[src/rtl/shift_pkg.sv]
// Shared constants and types for the multi-cycle log-step shifter.
package shift_pkg;
  localparam int DATA_W = 16;
  localparam int AMT_W  = 4;

  localparam logic [1:0] SHIFT_SLL  = 2'b00;
  localparam logic [1:0] SHIFT_SRA  = 2'b01;
  localparam logic [1:0] SHIFT_ROR  = 2'b10;
  localparam logic [1:0] SHIFT_RSVD = 2'b11;

  typedef enum logic [1:0] {
    IDLE  = 2'b00,
    SHIFT = 2'b01,
    DONE  = 2'b10
  } state_e;
endpackage

[src/rtl/shift_stage.sv]
// One power-of-two shift step (2^idx) for SLL/SRA/ROR; passthrough when disabled or reserved.
module shift_stage
  import shift_pkg::*;
(
  input  logic [DATA_W-1:0] data_i,
  input  logic [1:0]        mode_i,
  input  logic [1:0]        idx_i,
  input  logic              en_i,
  output logic [DATA_W-1:0] data_o
);
  logic [AMT_W-1:0] sh;

  always_comb begin
    sh     = AMT_W'(1) << idx_i;
    data_o = data_i;
    if (en_i) begin
      unique case (mode_i)
        SHIFT_SLL: data_o = data_i << sh;
        // Each arithmetic step keeps bit 15, so the original sign propagates across stages.
        SHIFT_SRA: data_o = DATA_W'($signed(data_i) >>> sh);
        SHIFT_ROR: data_o = (data_i >> sh) | (data_i << (5'(DATA_W) - {1'b0, sh}));
        default:   data_o = data_i;
      endcase
    end
  end
endmodule

[src/rtl/shift_sequencer.sv]
// Four-cycle 16-bit shifter: one shared stage applies steps 1,2,4,8 over successive cycles.
module shift_sequencer
  import shift_pkg::*;
(
  input  logic              clk,
  input  logic              rst_n,
  input  logic              req_valid,
  output logic              req_ready,
  input  logic [DATA_W-1:0] req_data,
  input  logic [AMT_W-1:0]  req_amt,
  input  logic [1:0]        req_mode,
  output logic              resp_valid,
  input  logic              resp_ready,
  output logic [DATA_W-1:0] resp_data,
  output logic              resp_err,
  output logic              busy
);
  state_e            state_q, state_d;
  logic [1:0]        cnt_q, cnt_d;
  logic [DATA_W-1:0] work_q, work_d;
  logic [AMT_W-1:0]  amt_q, amt_d;
  logic [1:0]        mode_q, mode_d;
  logic [DATA_W-1:0] stage_out;

  shift_stage u_stage (
    .data_i (work_q),
    .mode_i (mode_q),
    .idx_i  (cnt_q),
    .en_i   (amt_q[cnt_q]),
    .data_o (stage_out)
  );

  always_ff @(posedge clk or negedge rst_n) begin
    if (!rst_n) begin
      state_q <= IDLE;
      cnt_q   <= '0;
      work_q  <= '0;
      amt_q   <= '0;
      mode_q  <= '0;
    end else begin
      state_q <= state_d;
      cnt_q   <= cnt_d;
      work_q  <= work_d;
      amt_q   <= amt_d;
      mode_q  <= mode_d;
    end
  end

  always_comb begin
    state_d = state_q;
    cnt_d   = cnt_q;
    work_d  = work_q;
    amt_d   = amt_q;
    mode_d  = mode_q;
    unique case (state_q)
      IDLE: begin
        if (req_valid) begin
          work_d  = req_data;
          amt_d   = req_amt;
          mode_d  = req_mode;
          cnt_d   = '0;
          state_d = SHIFT;
        end
      end
      SHIFT: begin
        work_d = stage_out;
        cnt_d  = cnt_q + 2'd1;
        if (cnt_q == 2'd3) state_d = DONE;
      end
      DONE: begin
        if (resp_ready) state_d = IDLE;
      end
      default: state_d = IDLE;
    endcase
  end

  // req_ready is gated by rst_n so nothing is accepted while reset is held.
  assign req_ready  = rst_n && (state_q == IDLE);
  assign resp_valid = (state_q == DONE);
  assign busy       = (state_q != IDLE);
  assign resp_data  = work_q;
  assign resp_err   = resp_valid && (mode_q == SHIFT_RSVD);
endmodule
[config.mk]
export PLATFORM = sky130hd
export DESIGN_NAME = shift_sequencer
export DESIGN_NICKNAME = d
export VERILOG_FILES = /design/src/rtl/shift_pkg.sv /design/src/rtl/shift_stage.sv /design/src/rtl/shift_sequencer.sv
export SDC_FILE = /design/constraint.sdc
export NUM_CORES = 1
export LEC_CHECK = 0
export CORE_MARGIN = 8
export CORE_UTILIZATION = 30
export DETAILED_ROUTE_END_ITERATION = 12
export DONT_BUFFER_PORTS = 1
export SLEW_MARGIN = 30
export SYNTH_ARGS = -nofsm -noshare
export SYNTH_HDL_FRONTEND = slang
export SYNTH_SLANG_ARGS = --single-unit
[constraint.sdc]
create_clock -name clk -period 5.8 [get_ports clk]
set_input_delay 1.16 -clock clk [delete_from_list [all_inputs] [get_ports clk]]
set_output_delay 1.16 -clock clk [all_outputs]
set_load 0.02 [all_outputs]
==> impl_metrics.sql <==
INSERT INTO impl_metrics (metric_group, metric, value, unit) VALUES
('clock_tree', 'post-cts-setup-buffers', '0', ''),
('clock_tree', 'worst_skew_pair.late_latency', '0.28', 'ns'),
('logic_synthesis', 'synth-warning-count', '0', ''),
('floorplanning', 'rows', '39', ''),
('global_routing', 'first_global_vias', '3522', ''),
('detailed_routing', 'final_antenna_net_count', '0', ''),
('critical_path', 'critical_path_required_time', '5.97', 'ns'),
('final_layout', 'fin_util', '31.2', '%'),
('final_layout', 'finalNetCount', '421', ''),
('critical_path', 'worst-endpoint-arrival', '3.34', 'ns'),
('detailed_routing', 'drc', '0', ''),
('sta', 'worstMarginPinSlew', '0.864', 'ns'),
('logic_synthesis', 'ys_seq_elements', '26', ''),
('clock_tree', 'number_of_clock_sinks', '26', ''),
('logic_synthesis', 'synth.distinct_cells', '61', ''),
('sta', 'finalMaxSlewViolations', '0', ''),
('logic_synthesis', 'synth-main-ff-cell', 'dfrtp_1', ''),
('floorplanning', 'die_x', '123', 'um'),
('floorplanning', 'core_area', '11300', 'um2'),
('sta', 'tns', '0', 'ns'),
('logic_synthesis', 'post_synth.cell_area_avg', '8.22', 'um2'),
('critical_path', 'worst_setup_path_endpoint', 'resp_data[1]$_DFFE_PN0P_', ''),
('global_routing', 'globalRouteTotalUtil', '18.6', '%'),
('critical_path', 'criticalPathCategory', 'flip-flop to flip-flop', ''),
('detailed_routing', 'vias_per_cell', '6.64', ''),
('placement', 'finalWeightedCongestion', '1.01', ''),
('critical_path', 'r2r.worst_path.cells', '8', ''),
('floorplanning', 'die_h', '123', 'um'),
('clock_tree', 'htreeDepth', '1', ''),
('final_layout', 'syn_to_final_growth', '3.04', '%'),
('final_layout', 'fraction_of_layout_instances_using_a_drive_strength_above_1', '15.1', '%'),
('clock_tree', 'ctsRootBufferMaster', 'clkbuf_16', ''),
('logic_synthesis', 'synth_edf_count', '0', ''),
('detailed_routing', 'drt-initial-drc-count', '515', ''),
('final_layout', 'antenna_cells_inserted', '0', ''),
('sta', 'grt_setup_unrepaired', 'no', ''),
('clock_tree', 'cts.repair.resized', '0', ''),
('final_layout', 'fillers', '1148', ''),
('critical_path', 'worst-path-max-fanout', '28', ''),
('critical_path', 'reg2reg_capture_point', 'resp_data[1]$_DFFE_PN0P_', ''),
('critical_path', 'crit-reg2reg-launch', 'cnt_q[0]$_DFFE_PN0P_', ''),
('global_routing', 'grt_antenna_before_repair', '0', ''),
('critical_path', 'timing.critical_path.from', 'cnt_q[0]$_DFFE_PN0P_', ''),
('global_routing', 'grt_start_max_net_pins', '34', ''),
('logic_synthesis', 'ys_seq_area_share', '19.1', '%'),
('critical_path', 'timing.critical_path.to_type', 'flip-flop', ''),
('floorplanning', 'initial_core_util', '30.3', '%'),
('detailed_routing', 'drt_pre_antenna_iters', '6', ''),
('sta', 'skew', '0.0114', 'ns'),
('min_path', 'hold_path.class', 'flip-flop to flip-flop', ''),
('clock_tree', 'cts_made_buffers', '3', ''),
('logic_synthesis', 'netlist_instances', '415', ''),
('sta', 'min_cycle_time_layout', '3.17', 'ns'),
('logic_synthesis', 'syn-cell-area', '3410', 'um2'),
('clock_tree', 'clk_pin_slew_worst_paths', '0.08', 'ns'),
('critical_path', 'r2r_setup_slack', '2.63', 'ns'),
('detailed_routing', 'detailroute.via_count', '3501', ''),
('logic_synthesis', 'synth_nets', '451', ''),
('clock_tree', 'cts_tree', 'yes', ''),
('detailed_routing', 'detail_route.wirelength', '13800', 'um'),
('global_routing', 'grt-ovfl-total', '0', ''),
('placement', 'dp_hpwl', '9560', 'um'),
('job', 'maxCapViolations', '0', ''),
('clock_tree', 'ctsLongestPathBuffers', '2', ''),
('floorplanning', 'io-pin-count', '46', ''),
('sta', 'slew_headroom', '42.0', '%'),
('sta', 'finalSetupViolCount', '0', ''),
('detailed_routing', 'average_detailed_routed_wire_length_per_instance', '26.2', 'um'),
('sta', 'period_utilization', '54.6', '%'),
('outcome', 'run_status', 'completed', ''),
('clock_tree', 'holdBufCountCts', '0', ''),
('sta', 'clock.fmax', '316', 'MHz'),
('global_routing', 'grt_pass1_wl', '21400', 'um'),
('placement', 'count_of_buffers_from_port_buffering', '0', ''),
('sta', 'hold_viol_final', '0', ''),
('floorplanning', 'design.die.area', '15000', 'um2'),
('logic_synthesis', 'synthArstFlopShare', '100', '%'),
('critical_path', 'startpoint_type_of_the_worst_setup_path', 'flip-flop', '');
[cells in the final DEF, fill, tap and decap left out, drive strengths merged, types with 5 or more instances in the layout]
cell     n
mux2    29
buf      6
dfrtp   26
mux4    14
a21oi   31
nand3    8
a31oi    6
nor2b    5
ha      10
nor2    38
o21ai   28
inv     14
o221ai   5
nand2   44
mux2i   27
a211oi   5
nor3    11
[state kept, by name, summed over array words and instances (netlist names), named ones only]
register   cells
amt_q          4
cnt_q          2
mode_q         2
resp_data     15
state_q        2
[layout make-up]
type | count | area, um2 | area share (%)
Clock buffer | 3 | 75.1 | 2.14
Inverter | 16 | 60.1 | 1.71
Tap cell | 143 | 179 | 5.09
Multi-Input combinational cell | 332 | 2470 | 70.4
Sequential cell | 26 | 651 | 18.5
Clock inverter | 1 | 30.0 | 0.854
Timing Repair Buffer | 6 | 45.0 | 1.28
[cells in the mapped netlist, drive strengths merged (3+ instances only)]
master | instances | area (um2)
inv | 14 | 52.6
a221o | 4 | 40.0
nand3 | 8 | 40.0
o32ai | 4 | 35.0
mux2 | 29 | 338
nor3 | 11 | 55.1
and2 | 4 | 25.0
ha | 10 | 125
nor2 | 38 | 143
or3 | 3 | 18.8
o211ai | 4 | 30.0
nor4 | 3 | 18.8
clkbuf | 21 | 78.8
a211oi | 5 | 37.5
o22ai | 3 | 18.8
nand2b | 4 | 25.0
a211o | 3 | 26.3
a31oi | 6 | 37.5
o21ai | 28 | 140
a21oi | 31 | 155
nor2b | 5 | 31.3
and3 | 4 | 25.0
dfrtp | 26 | 651
o221ai | 5 | 43.8
a21o | 4 | 30.0
nand2 | 44 | 165
a2111oi | 3 | 27.5
mux4 | 14 | 319
mux2i | 27 | 270
buf | 20 | 149
[metal layers]
metal / part of all wire (%) / GRT usage, % / vias up
met5: 0 / 0 / -
met1: 40 / 24.1 / 1663
met3: 12 / 5.43 / 49
li1: - / - / 1498
met4: 4.4 / 9.98 / 0
met2: 43 / 27.5 / 291
[stage by stage]
| step | cells | setup slack, ns | area [um2] | hold WS [ns] |
|---|---|---|---|---|
| 2_1_floorplan | 415 | 3.27 | 3410 | 0.474 |
| 3_3_place_gp | 523 | 2.81 | 3410 | 0.493 |
| 3_5_place_dp | 523 | 2.78 | 3410 | 0.499 |
| 4_1_cts | 527 | 2.74 | 3510 | 0.517 |
| 5_1_grt | 527 | 2.43 | 3510 | 0.528 |
| 6_report | 527 | 2.63 | 3510 | 0.517 |
[how the worst min path moves through the flow]
stage	start	end	slack (ns)	depth (start not counted)
2_1_floorplan	amt_q[2]$_DFFE_PN0P_	amt_q[2]$_DFFE_PN0P_	0.47	1
3_3_place_gp	amt_q[3]$_DFFE_PN0P_	amt_q[3]$_DFFE_PN0P_	0.49	1
3_5_place_dp	amt_q[2]$_DFFE_PN0P_	amt_q[2]$_DFFE_PN0P_	0.50	1
4_1_cts	amt_q[2]$_DFFE_PN0P_	amt_q[2]$_DFFE_PN0P_	0.52	1
5_1_grt	amt_q[1]$_DFFE_PN0P_	amt_q[1]$_DFFE_PN0P_	0.53	1
6_report	amt_q[2]$_DFFE_PN0P_	amt_q[2]$_DFFE_PN0P_	0.52	1
[cell families after synthesis]
family	share of synthesized area [%]
simple gates	16.8
flops	19.1
fa+ha+maj	3.67
buf+inv	8.44
compound gates	24.8
mux	27.2
[critical path, stage by stage (launching register included)]
cell and delay [ns]:
dfrtp_1 0.46, inv_1 0.13, ha_1 0.15, buf_4 0.32, clkinv_1 0.78, o41ai_1 0.79
nand2_1 0.17, o2111ai_1 0.16, nand2_1 0.08
Power is not shown: default switching activity piles up to over one toggle a cycle in this logic, so the estimate is an artifact.
